**config.mk**
```make
export PLATFORM = sky130hd
export DESIGN_NAME = plic_claim_ctrl
export DESIGN_NICKNAME = d
export VERILOG_FILES = /design/src/rtl/plic_claim_ctrl.sv
export SDC_FILE = /design/constraint.sdc
export NUM_CORES = 1
export LEC_CHECK = 0
export CAP_MARGIN = 25
export CORE_MARGIN = 3
export CORE_UTILIZATION = 30
export DETAILED_ROUTE_END_ITERATION = 16
export SYNTH_ARGS = -nofsm -noshare
export SYNTH_HDL_FRONTEND = slang
export SYNTH_SLANG_ARGS = --single-unit
```
**constraint.sdc**
```tcl
create_clock -name pclk -period 2.2 [get_ports pclk]
set_input_delay 0.55 -clock pclk [delete_from_list [all_inputs] [get_ports pclk]]
set_output_delay 0.55 -clock pclk [all_outputs]
set_load 0.1 [all_outputs]
```
**src/rtl/plic_claim_ctrl.sv**
```systemverilog
// plic_claim_ctrl: per-source interrupt gateway plus claim/complete sequencer for the 8-source PLIC.
// Optional: define PLIC_SYNC_EN to pass irq_src through a 2-flop synchronizer per bit.
module plic_claim_ctrl #(
  parameter int unsigned NSRC = 8,
  parameter logic [3:0]  NOID = 4'hF
) (
  input  logic            pclk,
  input  logic            preset_n,
  input  logic [NSRC-1:0] irq_src,
  input  logic [NSRC-1:0] irq_en,
  input  logic [NSRC-1:0] irq_edge,
  output logic [NSRC-1:0] IRQ_req,
  input  logic            intr_ev,
  input  logic [3:0]      vecto_no,
  input  logic            I_flag,
  output logic            cpu_irq,
  input  logic            claim_req,
  output logic            claim_ack,
  output logic [3:0]      claim_id,
  input  logic            cmpl_req,
  input  logic [3:0]      cmpl_id,
  output logic            cmpl_ack,
  output logic            cmpl_err,
  output logic [NSRC-1:0] in_service
);

  typedef enum logic [1:0] {IDLE, NOTIFY, SERVICE} state_e;

  state_e          state_q, state_d;
  logic [NSRC-1:0] s;
  logic [NSRC-1:0] s_d_q;
  logic [NSRC-1:0] pending_q, pending_d;
  logic [NSRC-1:0] in_service_q, in_service_d;
  logic [NSRC-1:0] irq_req_q, irq_req_d;
  logic [NSRC-1:0] claim_clr;
  logic [3:0]      active_id_q, active_id_d;
  logic [3:0]      claim_id_q, claim_id_d;
  logic            cpu_irq_q, cpu_irq_d;
  logic            claim_ack_q, claim_ack_d;
  logic            cmpl_ack_q, cmpl_ack_d;
  logic            cmpl_err_q, cmpl_err_d;
  logic            do_claim, do_cmpl;

`ifdef PLIC_SYNC_EN
  logic [NSRC-1:0] sync1_q, sync2_q;

  always_ff @(posedge pclk or negedge preset_n) begin
    if (!preset_n) begin
      sync1_q <= '0;
      sync2_q <= '0;
    end else begin
      sync1_q <= irq_src;
      sync2_q <= sync1_q;
    end
  end

  assign s = sync2_q;
`else
  assign s = irq_src;
`endif

  always_ff @(posedge pclk or negedge preset_n) begin
    if (!preset_n) begin
      state_q <= IDLE;
    end else begin
      state_q <= state_d;
    end
  end

  assign do_claim = (state_q == NOTIFY) && claim_req && intr_ev;
  assign do_cmpl  = (state_q == SERVICE) && cmpl_req && (cmpl_id == active_id_q);

  // A claim with a live winner beats withdrawal; a claim without one is answered NOID.
  always_comb begin
    state_d = state_q;
    case (state_q)
      IDLE: begin
        if (intr_ev && I_flag) state_d = NOTIFY;
      end
      NOTIFY: begin
        if (claim_req && intr_ev) state_d = SERVICE;
        else if (claim_req || !intr_ev || !I_flag) state_d = IDLE;
      end
      SERVICE: begin
        if (do_cmpl) state_d = IDLE;
      end
      default: state_d = IDLE;
    endcase
  end

  always_comb begin
    claim_ack_d  = claim_req;
    claim_id_d   = claim_id_q;
    if (claim_req) claim_id_d = do_claim ? vecto_no : NOID;
    cmpl_ack_d   = do_cmpl;
    cmpl_err_d   = cmpl_req && !do_cmpl;
    cpu_irq_d    = (state_d == NOTIFY);
    active_id_d  = do_claim ? vecto_no : active_id_q;
    claim_clr    = do_claim ? ({{(NSRC-1){1'b0}}, 1'b1} << vecto_no) : '0;
    in_service_d = in_service_q;
    if (do_cmpl)  in_service_d = '0;
    if (do_claim) in_service_d = claim_clr;
    // Edge sources keep a new edge even while in service; level sources follow the line.
    pending_d    = (irq_edge & ((s & ~s_d_q) | (pending_q & ~claim_clr)))
                 | (~irq_edge & s & ~in_service_d);
    irq_req_d    = pending_d & irq_en & ~in_service_d;
  end

  always_ff @(posedge pclk or negedge preset_n) begin
    if (!preset_n) begin
      s_d_q        <= '0;
      pending_q    <= '0;
      in_service_q <= '0;
      irq_req_q    <= '0;
      active_id_q  <= '0;
      claim_id_q   <= '0;
      cpu_irq_q    <= 1'b0;
      claim_ack_q  <= 1'b0;
      cmpl_ack_q   <= 1'b0;
      cmpl_err_q   <= 1'b0;
    end else begin
      s_d_q        <= s;
      pending_q    <= pending_d;
      in_service_q <= in_service_d;
      irq_req_q    <= irq_req_d;
      active_id_q  <= active_id_d;
      claim_id_q   <= claim_id_d;
      cpu_irq_q    <= cpu_irq_d;
      claim_ack_q  <= claim_ack_d;
      cmpl_ack_q   <= cmpl_ack_d;
      cmpl_err_q   <= cmpl_err_d;
    end
  end

  assign IRQ_req    = irq_req_q;
  assign cpu_irq    = cpu_irq_q;
  assign claim_ack  = claim_ack_q;
  assign claim_id   = claim_id_q;
  assign cmpl_ack   = cmpl_ack_q;
  assign cmpl_err   = cmpl_err_q;
  assign in_service = in_service_q;

endmodule

```
## Yosys cells after proc, flatten, opt, wreduce, memory -nomap -nowiden

Cells that the tools add are included.

| word-level totals | value |
|---|---|
| register bits | 46 |
| output and inout bits | 24 |

| cells by class | value |
|---|---|
| equality and inequality tests | 4 |
| shifts and indexed selects | 1 |
| multiplexer cells | 9 |
| bitwise operators | 13 |
| reductions and logical operators | 13 |

Operators with widths:

| kind | number |
|---|---|
| 8-bit bitwise AND | 7 |
| 8-bit inverter | 4 |
| 8-bit 2-to-1 mux | 3 |
| 8-bit OR | 2 |
| 2-bit 2-to-1 mux | 4 |
| 1-bit by 4-bit << shifter with 8-bit output (first input constant) | 1 |
| 1-bit logical AND | 7 |
| 2-bit one-hot mux with 3 select lines | 1 |
| 2-bit by 1-bit == test with 1-bit output (second input constant) | 2 |
| 4-bit == test | 1 |
| 4-bit 2-to-1 mux | 1 |
| 1-bit logical NOT | 3 |
| 2-bit == test (second input constant) | 1 |
| 2-bit logical NOT | 1 |
| 1-bit logical OR | 2 |

## Logic depth before layout (Yosys ltp)

Gate-level depths: netlist of the first run.

| depth | value |
|---|---|
| depth in word-level cells | 11 |
| mapped depth | 6 |

## Least setup slack after synthesis of the first run

OpenSTA, ideal clock, no wires.

| timing path | value |
|---|---|
| path type | input port to flip-flop |
| start | input claim_req |
| end | register pending_q[7] |
| library setup time | 0.125 ns |
| data arrival time | 1.609 ns |
| required time | 2.075 ns |
| path slack | 0.466 ns |
| stages on the path | 5 |
| buffers on the path | 1 |
| cell sequence | clkbuf_2 > nand4b_4 > or4b_4 > a31oi_1 > o21ai_1 |

| between the ends | value |
|---|---|
| word-level cells in the longest chain between the ends | 8 |
| elaborated cells between the ends (all ways) | 11 |
| those cells by class | mux (2); bitwise (7); reduce/logical (2) |

Ends and longest elaborated chain:

| item | RTL line | RTL |
|---|---|---|
| start: declaration | 17 | `input logic claim_req,` |
| 1-bit logical AND (*) (2 in series) | 70 | `assign do_claim = (state_q == NOTIFY) && claim_req && intr_ev;` |
| 8-bit 2-to-1 mux | 99 | `claim_clr = do_claim ? ({{(NSRC-1){1'b0}}, 1'b1} << vecto_no) : '0;` |
| 8-bit inverter | 104 | `pending_d = (irq_edge & ((s & ~s_d_q) \| (pending_q & ~claim_clr)))` |
| 8-bit bitwise AND | 104 |  |
| 8-bit OR | 104 |  |
| 8-bit bitwise AND | 104 |  |
| 8-bit OR (*) | 105 | `\| (~irq_edge & s & ~in_service_d);` |
| named net pending_d[7] | 32 | `logic [NSRC-1:0] pending_q, pending_d;` |
| end signal: assignment | 123 | `pending_q <= pending_d;` |
| end: declaration | 32 |  |

Mark *: on every way through the listed nets, which the timed path passes. The rest lies on a longest branch.
A chain may end at the register's enable or synchronous reset.

## Worst setup path after layout of the first run

| timing path | value |
|---|---|
| start | input intr_ev |
| end | register pending_q[2] |

| between the ends | value |
|---|---|
| word-level cells in the longest chain between the ends | 7 |
| elaborated cells between the ends (all ways) | 10 |
| those cells by class | mux (2); bitwise (7); reduce/logical (1) |

Ends and longest elaborated chain:

| item | RTL line | RTL |
|---|---|---|
| start: declaration | 13 | `input logic intr_ev,` |
| 1-bit logical AND (*) | 70 |  |
| 8-bit 2-to-1 mux | 99 |  |
| 8-bit inverter | 104 |  |
| 8-bit bitwise AND | 104 |  |
| 8-bit OR | 104 |  |
| 8-bit bitwise AND | 104 |  |
| 8-bit OR (*) | 105 |  |
| named net pending_d[2] | 32 |  |

Marks and branches as above.

==> results of run 1 <==
## path summary, 6_finish.rpt
| check | start | to | slack (ns) | depth (start not counted) |
|---|---|---|---|---|
| setup reg to reg | state_q[0]$_DFF_PN0_ | pending_q[2]$_DFF_PN0_ | 0.52 | 4 |
| min in group pclk | claim_id[3]$_DFFE_PN0P_ | claim_id[3]$_DFFE_PN0P_ | 0.50 | 1 |
| hold reg to reg | claim_id[3]$_DFFE_PN0P_ | claim_id[3]$_DFFE_PN0P_ | 0.50 | 1 |
| max in group asynchronous | preset_n | pending_q[6]$_DFF_PN0_ | 1.46 | 2 |
| setup / recovery | intr_ev | pending_q[2]$_DFF_PN0_ | 0.24 | 5 |
| hold / removal | preset_n | pending_q[7]$_DFF_PN0_ | 0.21 | 1 |
## sequential cells by signal, summed over array words and instances, names as in the netlist
register,cells
active_id_q,4
pending_q,8
state_q,2
cmpl_err,1
claim_id,4
in_service,8
s_d_q,8
cmpl_ack,1
cpu_irq,1
claim_ack,1
IRQ_req,8
## cell usage in the layout (no fill, tap or decap), types with 5 or more instances in the layout
cell                               n
sky130_fd_sc_hd__buf_4            40
sky130_fd_sc_hd__a21oi_1           7
sky130_fd_sc_hd__dfrtp_1          46
sky130_fd_sc_hd__clkdlybuf4s50_1  36
sky130_fd_sc_hd__and4b_1           5
sky130_fd_sc_hd__clkbuf_8          5
sky130_fd_sc_hd__nand2_1          39
sky130_fd_sc_hd__inv_1            14
## layer usage
metal | GRT usage, % | vias to the layer above | routed length [µm]
met2 | 21.8 | 45 | 2410
met1 | 17.2 | 792 | 2330
met5 | 0 | - | 0
met3 | 3.75 | 9 | 315
li1 | - | 820 | -
met4 | 4.77 | 0 | 94
## per-stage QoR
step	utilization (%)	hold WS [ns]	cell area (µm²)	setup TNS (ns)	cells
2_1_floorplan	-	0.254	2160	0	185
3_3_place_gp	42.8	0.481	2960	-0.0310	356
3_5_place_dp	42.8	0.486	2960	-0.228	356
4_1_cts	44.1	0.232	3050	0	364
5_1_grt	44.1	0.255	3050	0	364
6_report	44.1	0.214	3050	0	364
## critical path, delay by kind of cell
kind / cells / cell delay (ns)
buf+inv: 1 / 0.55
compound gates: 2 / 0.28
simple gates: 2 / 0.76
## area by class of cell
type / count / area (µm²)
sequential: 46 / 1150
multi-input combinational: 120 / 907
clock inverter: 3 / 21.3
timing repair buffer: 80 / 726
tap: 96 / 120
inverter: 14 / 52.6
fill: 691 / 3860
clock buffer: 5 / 68.8
## kinds of logic (layout without fill, tap and decap cells)
group	count (synthesis)	count (layout)	share of synthesized area, %
simple gates	75	75	24.0
flops	46	46	53.2
compound gates	41	41	16.3
buf+inv	19	102	4.86
xor+xnor	4	4	1.62
## power breakdown
| group | leakage, nW | internal [mW] | switching, mW |
|---|---|---|---|
| Clock | 0.0441 | 0.224 | 0.310 |
| Sequential | 0.562 | 0.958 | 0.0772 |
| Combinational | 0.831 | 0.310 | 0.600 |
==> impl_results.html, run 1 <==
<table>
<tr><th>Metric</th><th>Value</th></tr>
<tr><th colspan="2">Outcome</th></tr>
<tr><td>Status</td><td>finished clean</td></tr>
<tr><th colspan="2">Yosys</th></tr>
<tr><td>Post-synthesis average cell area</td><td>11.7 µm²</td></tr>
<tr><td>Cell area after technology mapping</td><td>0.00216 mm²</td></tr>
<tr><td>Synth area leader</td><td>sky130_fd_sc_hd__dfrtp_1</td></tr>
<tr><td>Flip-flop cell with the highest count after synthesis</td><td>sky130_fd_sc_hd__dfrtp_1</td></tr>
<tr><td>Synth cell count leaders</td><td>sky130_fd_sc_hd__dfrtp_1, sky130_fd_sc_hd__nand2_1, sky130_fd_sc_hd__inv_1</td></tr>
<tr><td>Post-synthesis cell type count</td><td>44</td></tr>
<tr><td>Number of enable-type register cells in the synthesized netlist</td><td>0</td></tr>
<tr><td>Synthesized net count</td><td>223</td></tr>
<tr><td>Portion of synthesized cell area occupied by the leading cell type</td><td>53.2%</td></tr>
<tr><td>Cells after Synth</td><td>185</td></tr>
<tr><td>Most used standard cell by instance count after synthesis</td><td>sky130_fd_sc_hd__dfrtp_1</td></tr>
<tr><td>Async set-reset flop share out of synthesis</td><td>100%</td></tr>
<tr><td>Sequential-to-total area share from yosys stat</td><td>53.2%</td></tr>
<tr><td>#FFs+latches synth</td><td>46</td></tr>
<tr><td>Synth top area cells</td><td>sky130_fd_sc_hd__dfrtp_1, sky130_fd_sc_hd__nand2_1, sky130_fd_sc_hd__nor4b_4</td></tr>
<tr><td>Number of warnings issued by yosys</td><td>0</td></tr>
<tr><th colspan="2">Pwr</th></tr>
<tr><td>Total power divided by cell area</td><td>813 mW/mm²</td></tr>
<tr><td>Static leakage power</td><td>1.44 nW</td></tr>
<tr><td>Overall power after layout</td><td>2.48 mW</td></tr>
<tr><td>VDD IR max</td><td>0.285 mV</td></tr>
<tr><th colspan="2">Place</th></tr>
<tr><td>Gp weighted congestion</td><td>0.812</td></tr>
<tr><td>Worst slack at placement</td><td>-0.0744 ns</td></tr>
<tr><td>Half-perimeter wire length of the detailed placement result</td><td>3850 µm</td></tr>
<tr><td>Number of port buffers</td><td>61</td></tr>
<tr><th colspan="2">Route</th></tr>
<tr><td>First drt pass iteration count</td><td>4</td></tr>
<tr><td>Drt via density</td><td>4.58</td></tr>
<tr><td>Final ANT Viol Nets</td><td>0</td></tr>
<tr><td>Number of design-rule violations left by the first detailed-router iteration</td><td>68</td></tr>
<tr><td>Total number of vias</td><td>1666</td></tr>
<tr><td>Drt total wl</td><td>5150 µm</td></tr>
<tr><td>WL/cell</td><td>14.2 µm</td></tr>
<tr><td>DRC violations left</td><td>0</td></tr>
<tr><th colspan="2">STA</th></tr>
<tr><td>Setup skew after layout</td><td>0.00670 ns</td></tr>
<tr><td>Number of endpoints failing setup at the final stage</td><td>0</td></tr>
<tr><td>Crit share post-route</td><td>88.9%</td></tr>
<tr><td>Worst-case headroom to the max-slew limit</td><td>63.7%</td></tr>
<tr><td>Clock period minus final worst setup slack</td><td>1.96 ns</td></tr>
<tr><td>Setup slack of the critical path after layout</td><td>0.244 ns</td></tr>
<tr><td>Number of hold violations in the final report</td><td>0</td></tr>
<tr><td>Setup repair after global routing missed its margin</td><td>no</td></tr>
<tr><td>Count of final max-slew check failures</td><td>0</td></tr>
<tr><td>Max Fclk</td><td>0.511 GHz</td></tr>
<tr><td>Worst-Margin Slew</td><td>0.545 ns</td></tr>
<tr><th colspan="2">Die</th></tr>
<tr><td>Die width</td><td>90.9 µm</td></tr>
<tr><td>Overall die area</td><td>0.00827 mm²</td></tr>
<tr><td>I/O pin count</td><td>62</td></tr>
<tr><td>Initial Util</td><td>31.3%</td></tr>
<tr><td>Std-Cell Rows</td><td>30</td></tr>
<tr><td>Die H</td><td>90.9 µm</td></tr>
<tr><td>Standard cell core area</td><td>0.00691 mm²</td></tr>
<tr><th colspan="2">CTS</th></tr>
<tr><td>TritonCTS clock tree</td><td>done</td></tr>
<tr><td>Hold buffer count at cts</td><td>0</td></tr>
<tr><td>Setup Buffers After CTS</td><td>0</td></tr>
<tr><td>CTS sink count</td><td>46</td></tr>
<tr><td>Post-cts repair resize count</td><td>0</td></tr>
<tr><td>Worst-Skew Late Latency</td><td>0.30 ns</td></tr>
<tr><td>Maximum number of buffers from clock root to sink</td><td>2</td></tr>
<tr><td>Number of buffers inserted during clock tree synthesis</td><td>5</td></tr>
<tr><td>Number of H-tree levels</td><td>2</td></tr>
<tr><td>Root cell of the clock tree</td><td>sky130_fd_sc_hd__clkbuf_8</td></tr>
<tr><td>Clock-pin slew on the worst setup and hold paths</td><td>0.09 ns</td></tr>
<tr><th colspan="2">Global routing</th></tr>
<tr><td>Overall fraction of global-route tracks in use</td><td>13.5%</td></tr>
<tr><td>Initial antenna violation count</td><td>0</td></tr>
<tr><td>Largest net degree at the start of global routing</td><td>26</td></tr>
<tr><td>Number of global-route vias before repair</td><td>1802</td></tr>
<tr><td>Wire length of the first global-routing pass</td><td>8880 µm</td></tr>
<tr><td>Overall overflow remaining after global route</td><td>0</td></tr>
<tr><th colspan="2">Final layout</th></tr>
<tr><td>Synthesis-to-finish area growth</td><td>40.8%</td></tr>
<tr><td>Antenna Diode Count</td><td>0</td></tr>
<tr><td>Final net count</td><td>305</td></tr>
<tr><td>Layout cell share with drive strength beyond 1</td><td>26.9%</td></tr>
<tr><th colspan="2">Setup path</th></tr>
<tr><td>Data arrival time at the worst-slack endpoint</td><td>2.15 ns</td></tr>
<tr><td>Slowest cell on the critical path</td><td>sky130_fd_sc_hd__or4_1</td></tr>
<tr><td>Classification of the worst setup path</td><td>in2reg</td></tr>
<tr><td>CP Capture Type</td><td>flop</td></tr>
<tr><td>Kind of start point of the critical path</td><td>input pin</td></tr>
<tr><td>Worst endpoint required time</td><td>2.39 ns</td></tr>
<tr><td>Delay of the slowest cell on the worst path</td><td>0.57 ns</td></tr>
<tr><td>Critical path, cell by cell</td><td>clkdlybuf4s50_1, nand4b_4, or4_1, a31oi_1, o21ai_1</td></tr>
<tr><td>Maximum fanout encountered on the critical timing path</td><td>7</td></tr>
<tr><th colspan="2">Min path</th></tr>
<tr><td>Type of the tightest min-delay check</td><td>in2async</td></tr>
<tr><th colspan="2">Run</th></tr>
<tr><td>Max-cap check violation count</td><td>0</td></tr>
</table>
No activity file was read; power rests on OpenSTA's default activity.
==> run 2, diff against run 1 <==
Settings changed: RECOVER_POWER set to 100.
==> run 2 against run 1 <==
Net effect:
- worst setup slack worse by 0.085 ns
- first-iteration DRC count up 47%
- final cell count unchanged
- combinational power down 5.2%
- critical path type unchanged
- core utilization down 1.9 points
- sequential share of layout area up 1.7 points
- highest routed layer unchanged
- clock-buffer cell count unchanged
- register-to-register slack worse by 0.02 ns
- clock skew down 0.00051 ns
- non-clock buffer count unchanged
- hold slack better by 0.25 ns
==> impl_results.html, run 2 (synthesis gave the netlist of run 1 again) <==
<table>
<tr><th>Metric</th><th>Value</th></tr>
<tr><th colspan="2">Die</th></tr>
<tr><td>Die width</td><td>90.9 µm (unchanged)</td></tr>
<tr><td>Die H</td><td>90.9 µm (unchanged)</td></tr>
<tr><td>Initial Util</td><td>31.3% (unchanged)</td></tr>
<tr><td>Overall die area</td><td>0.00827 mm² (unchanged)</td></tr>
<tr><td>Standard cell core area</td><td>0.00691 mm² (unchanged)</td></tr>
<tr><td>Std-Cell Rows</td><td>30 (unchanged)</td></tr>
<tr><td>I/O pin count</td><td>62 (unchanged)</td></tr>
<tr><th colspan="2">CTS</th></tr>
<tr><td>Root cell of the clock tree</td><td>sky130_fd_sc_hd__clkbuf_8</td></tr>
<tr><td>Maximum number of buffers from clock root to sink</td><td>2 (unchanged)</td></tr>
<tr><td>Post-cts repair resize count</td><td>0 (unchanged)</td></tr>
<tr><td>CTS sink count</td><td>46 (unchanged)</td></tr>
<tr><td>Number of H-tree levels</td><td>2 (unchanged)</td></tr>
<tr><td>Number of buffers inserted during clock tree synthesis</td><td>5 (unchanged)</td></tr>
<tr><td>Hold buffer count at cts</td><td>0 (unchanged)</td></tr>
<tr><td>Setup Buffers After CTS</td><td>0 (unchanged)</td></tr>
<tr><td>TritonCTS clock tree</td><td>done</td></tr>
<tr><td>Clock-pin slew on the worst setup and hold paths</td><td>0.09 ns (about the same)</td></tr>
<tr><td>Worst-Skew Late Latency</td><td>0.30 ns (about the same)</td></tr>
<tr><th colspan="2">Pwr</th></tr>
<tr><td>VDD IR max</td><td>0.302 mV (+5.8%)</td></tr>
<tr><td>Static leakage power</td><td>1.37 nW (-4.6%)</td></tr>
<tr><td>Design internal power</td><td>1.45 mW (-2.8%)</td></tr>
<tr><td>Switching Fraction</td><td>40.3% (+0.48 points)</td></tr>
<tr><td>Share of power burned in the clock network</td><td>21.9% (+0.4 points)</td></tr>
<tr><td>Power spent charging and discharging nets</td><td>0.978 mW (-0.82%)</td></tr>
<tr><td>Total power divided by cell area</td><td>833 mW/mm² (+2.5%)</td></tr>
<tr><td>Overall power after layout</td><td>2.43 mW (-2.0%)</td></tr>
<tr><td>Fraction of power consumed by combinational cells</td><td>35.5% (-1.2 points)</td></tr>
<tr><td>Part of the total power dissipated in sequential elements</td><td>42.6% (+0.8 points)</td></tr>
<tr><th colspan="2">STA</th></tr>
<tr><td>Setup tns final</td><td>0 ns (unchanged)</td></tr>
<tr><td>Worst-Margin Slew</td><td>1.20 ns (+0.659 ns)</td></tr>
<tr><td>Setup repair after global routing missed its margin</td><td>no</td></tr>
<tr><td>Number of hold violations in the final report</td><td>0 (unchanged)</td></tr>
<tr><td>Count of final max-slew check failures</td><td>0 (unchanged)</td></tr>
<tr><td>Max Fclk</td><td>0.490 GHz (-4.1%)</td></tr>
<tr><td>Setup slack of the critical path after layout</td><td>0.159 ns (-0.0846 ns)</td></tr>
<tr><td>Number of endpoints failing setup at the final stage</td><td>0 (unchanged)</td></tr>
<tr><td>Setup skew after layout</td><td>0.00619 ns (-0.000511 ns)</td></tr>
<tr><td>Crit share post-route</td><td>92.8% (+3.8 points)</td></tr>
<tr><td>Worst-case headroom to the max-slew limit</td><td>19.7% (-44 points)</td></tr>
<tr><td>Clock period minus final worst setup slack</td><td>2.04 ns (+0.0846 ns)</td></tr>
<tr><th colspan="2">Global routing</th></tr>
<tr><td>Initial antenna violation count</td><td>0 (unchanged)</td></tr>
<tr><td>Number of global-route vias before repair</td><td>1802 (unchanged)</td></tr>
<tr><td>Wire length of the first global-routing pass</td><td>8880 µm (unchanged)</td></tr>
<tr><td>Largest net degree at the start of global routing</td><td>26 (unchanged)</td></tr>
<tr><td>Overall overflow remaining after global route</td><td>0 (unchanged)</td></tr>
<tr><td>Overall fraction of global-route tracks in use</td><td>13.5% (unchanged)</td></tr>
<tr><th colspan="2">Final layout</th></tr>
<tr><td>Antenna Diode Count</td><td>0 (unchanged)</td></tr>
<tr><td>Layout cell share with drive strength beyond 1</td><td>23.9% (-3.0 points)</td></tr>
<tr><td>Top library cells by usage in the layout, fill and taps aside</td><td>sky130_fd_sc_hd__dfrtp_1, sky130_fd_sc_hd__nand2_1, sky130_fd_sc_hd__clkdlybuf4s50_1, sky130_fd_sc_hd__clkbuf_2, sky130_fd_sc_hd__inv_1</td></tr>
<tr><td>Final net count</td><td>305 (unchanged)</td></tr>
<tr><td>Commonest non-fill, non-tap cell in the layout</td><td>sky130_fd_sc_hd__dfrtp_1</td></tr>
<tr><td>Synthesis-to-finish area growth</td><td>34.7%</td></tr>
<tr><th colspan="2">Route</th></tr>
<tr><td>DRC violations left</td><td>0 (unchanged)</td></tr>
<tr><td>Total number of vias</td><td>1670 (+0.24%)</td></tr>
<tr><td>WL/cell</td><td>14.1 µm (-0.45%)</td></tr>
<tr><td>Number of design-rule violations left by the first detailed-router iteration</td><td>100 (+47%)</td></tr>
<tr><td>Drt via density</td><td>4.59 (+0.24%)</td></tr>
<tr><td>First drt pass iteration count</td><td>4 (unchanged)</td></tr>
<tr><td>Final ANT Viol Nets</td><td>0 (unchanged)</td></tr>
<tr><td>Drt total wl</td><td>5130 µm (-0.45%)</td></tr>
<tr><th colspan="2">Setup path</th></tr>
<tr><td>Data arrival time at the worst-slack endpoint</td><td>2.24 ns (+0.09 ns)</td></tr>
<tr><td>Classification of the worst setup path</td><td>in2reg</td></tr>
<tr><td>Kind of start point of the critical path</td><td>input pin</td></tr>
<tr><td>Maximum fanout encountered on the critical timing path</td><td>7 (unchanged)</td></tr>
<tr><td>Beginning of the critical path</td><td>intr_ev</td></tr>
<tr><td>Register-to-Register Setup Slack</td><td>0.50 ns (-0.02 ns)</td></tr>
<tr><td>Worst endpoint required time</td><td>2.40 ns (about the same)</td></tr>
<tr><td>CP Capture Type</td><td>flop</td></tr>
<tr><td>Source of the worst register-to-register timing path</td><td>state_q[0]$_DFF_PN0_</td></tr>
<tr><th colspan="2">Place</th></tr>
<tr><td>Gp weighted congestion</td><td>0.812 (unchanged)</td></tr>
<tr><td>Number of port buffers</td><td>61 (unchanged)</td></tr>
<tr><td>Worst slack at placement</td><td>-0.0744 ns (unchanged)</td></tr>
<tr><td>Half-perimeter wire length of the detailed placement result</td><td>3850 µm (unchanged)</td></tr>
<tr><th colspan="2">Outcome</th></tr>
<tr><td>Status</td><td>finished clean</td></tr>
<tr><th colspan="2">Run</th></tr>
<tr><td>Max-cap check violation count</td><td>0 (unchanged)</td></tr>
<tr><th colspan="2">Min path</th></tr>
<tr><td>Type of the tightest min-delay check</td><td>in2async</td></tr>
</table>
run 2: changes by cell type in the layout (fill, tap and decap cells not counted), moves of 2 or more:
| cell | delta |
|---|---|
| sky130_fd_sc_hd__dlygate4sd3_1 | +11 |
| sky130_fd_sc_hd__nor4b_4 | -2 |
| sky130_fd_sc_hd__clkbuf_2 | +25 |
| sky130_fd_sc_hd__nor4b_2 | +2 |
| sky130_fd_sc_hd__buf_4 | -29 |
| sky130_fd_sc_hd__clkbuf_1 | +6 |
| sky130_fd_sc_hd__clkdlybuf4s50_1 | -11 |
run 2: metal layers:
layer / track usage, % / vias up / routed length [µm]
met2: 21.8 / 43 / 2410
met4: 4.77 / 0 / 94
met3: 3.75 / 9 / 297
met1: 17.2 / 795 / 2330
met5: 0 / - / 0
li1: - / 823 / -
run 2: critical path, stage by stage:
cell                            delay [ns]
sky130_fd_sc_hd__dlygate4sd3_1        0.63
sky130_fd_sc_hd__nand4b_4             0.19
sky130_fd_sc_hd__or4_1                0.58
sky130_fd_sc_hd__a31oi_1              0.20
sky130_fd_sc_hd__o21ai_1              0.08
run 2: layout make-up:
type	count	area [µm²]
timing repair buffer	80	631
tap	96	120
inverter	14	52.6
fill	724	3990
sequential	46	1150
multi-input combinational	120	870
clock buffer	5	68.8
clock inverter	3	21.3
run 2: power by group through the flow:
stage | registers [mW] | logic (mW) | clock network [mW]
after floorplan | 1.38 | 0.272 | 0
after global placement | 1.05 | 0.904 | 0
after detailed placement | 1.05 | 0.916 | 0
after CTS | 1.04 | 0.919 | 0.550
after global routing | 1.05 | 0.920 | 0.591
final | 1.03 | 0.862 | 0.533
run 2: stage by stage:
| step | utilization, % | std cells | cell area [µm²] | hold WS [ns] |
|---|---|---|---|---|
| after global routing | 42.2 | 364 | 2910 | 0.536 |
| after CTS | 44.1 | 364 | 3050 | 0.232 |
| after global placement | 42.8 | 356 | 2960 | 0.481 |
| after floorplan | - | 185 | 2160 | 0.254 |
| final | 42.2 | 364 | 2910 | 0.465 |
| after detailed placement | 42.8 | 356 | 2960 | 0.486 |
run 2: path summary, 6_finish.rpt:
kind | end | cells after the start
setup / recovery | pending_q[4]$_DFF_PN0_ | 5
hold / removal | pending_q[7]$_DFF_PN0_ | 1
setup reg to reg | pending_q[4]$_DFF_PN0_ | 4
hold reg to reg | claim_id[3]$_DFFE_PN0P_ | 1
max in group asynchronous | pending_q[6]$_DFF_PN0_ | 2
min in group pclk | claim_id[3]$_DFFE_PN0P_ | 1
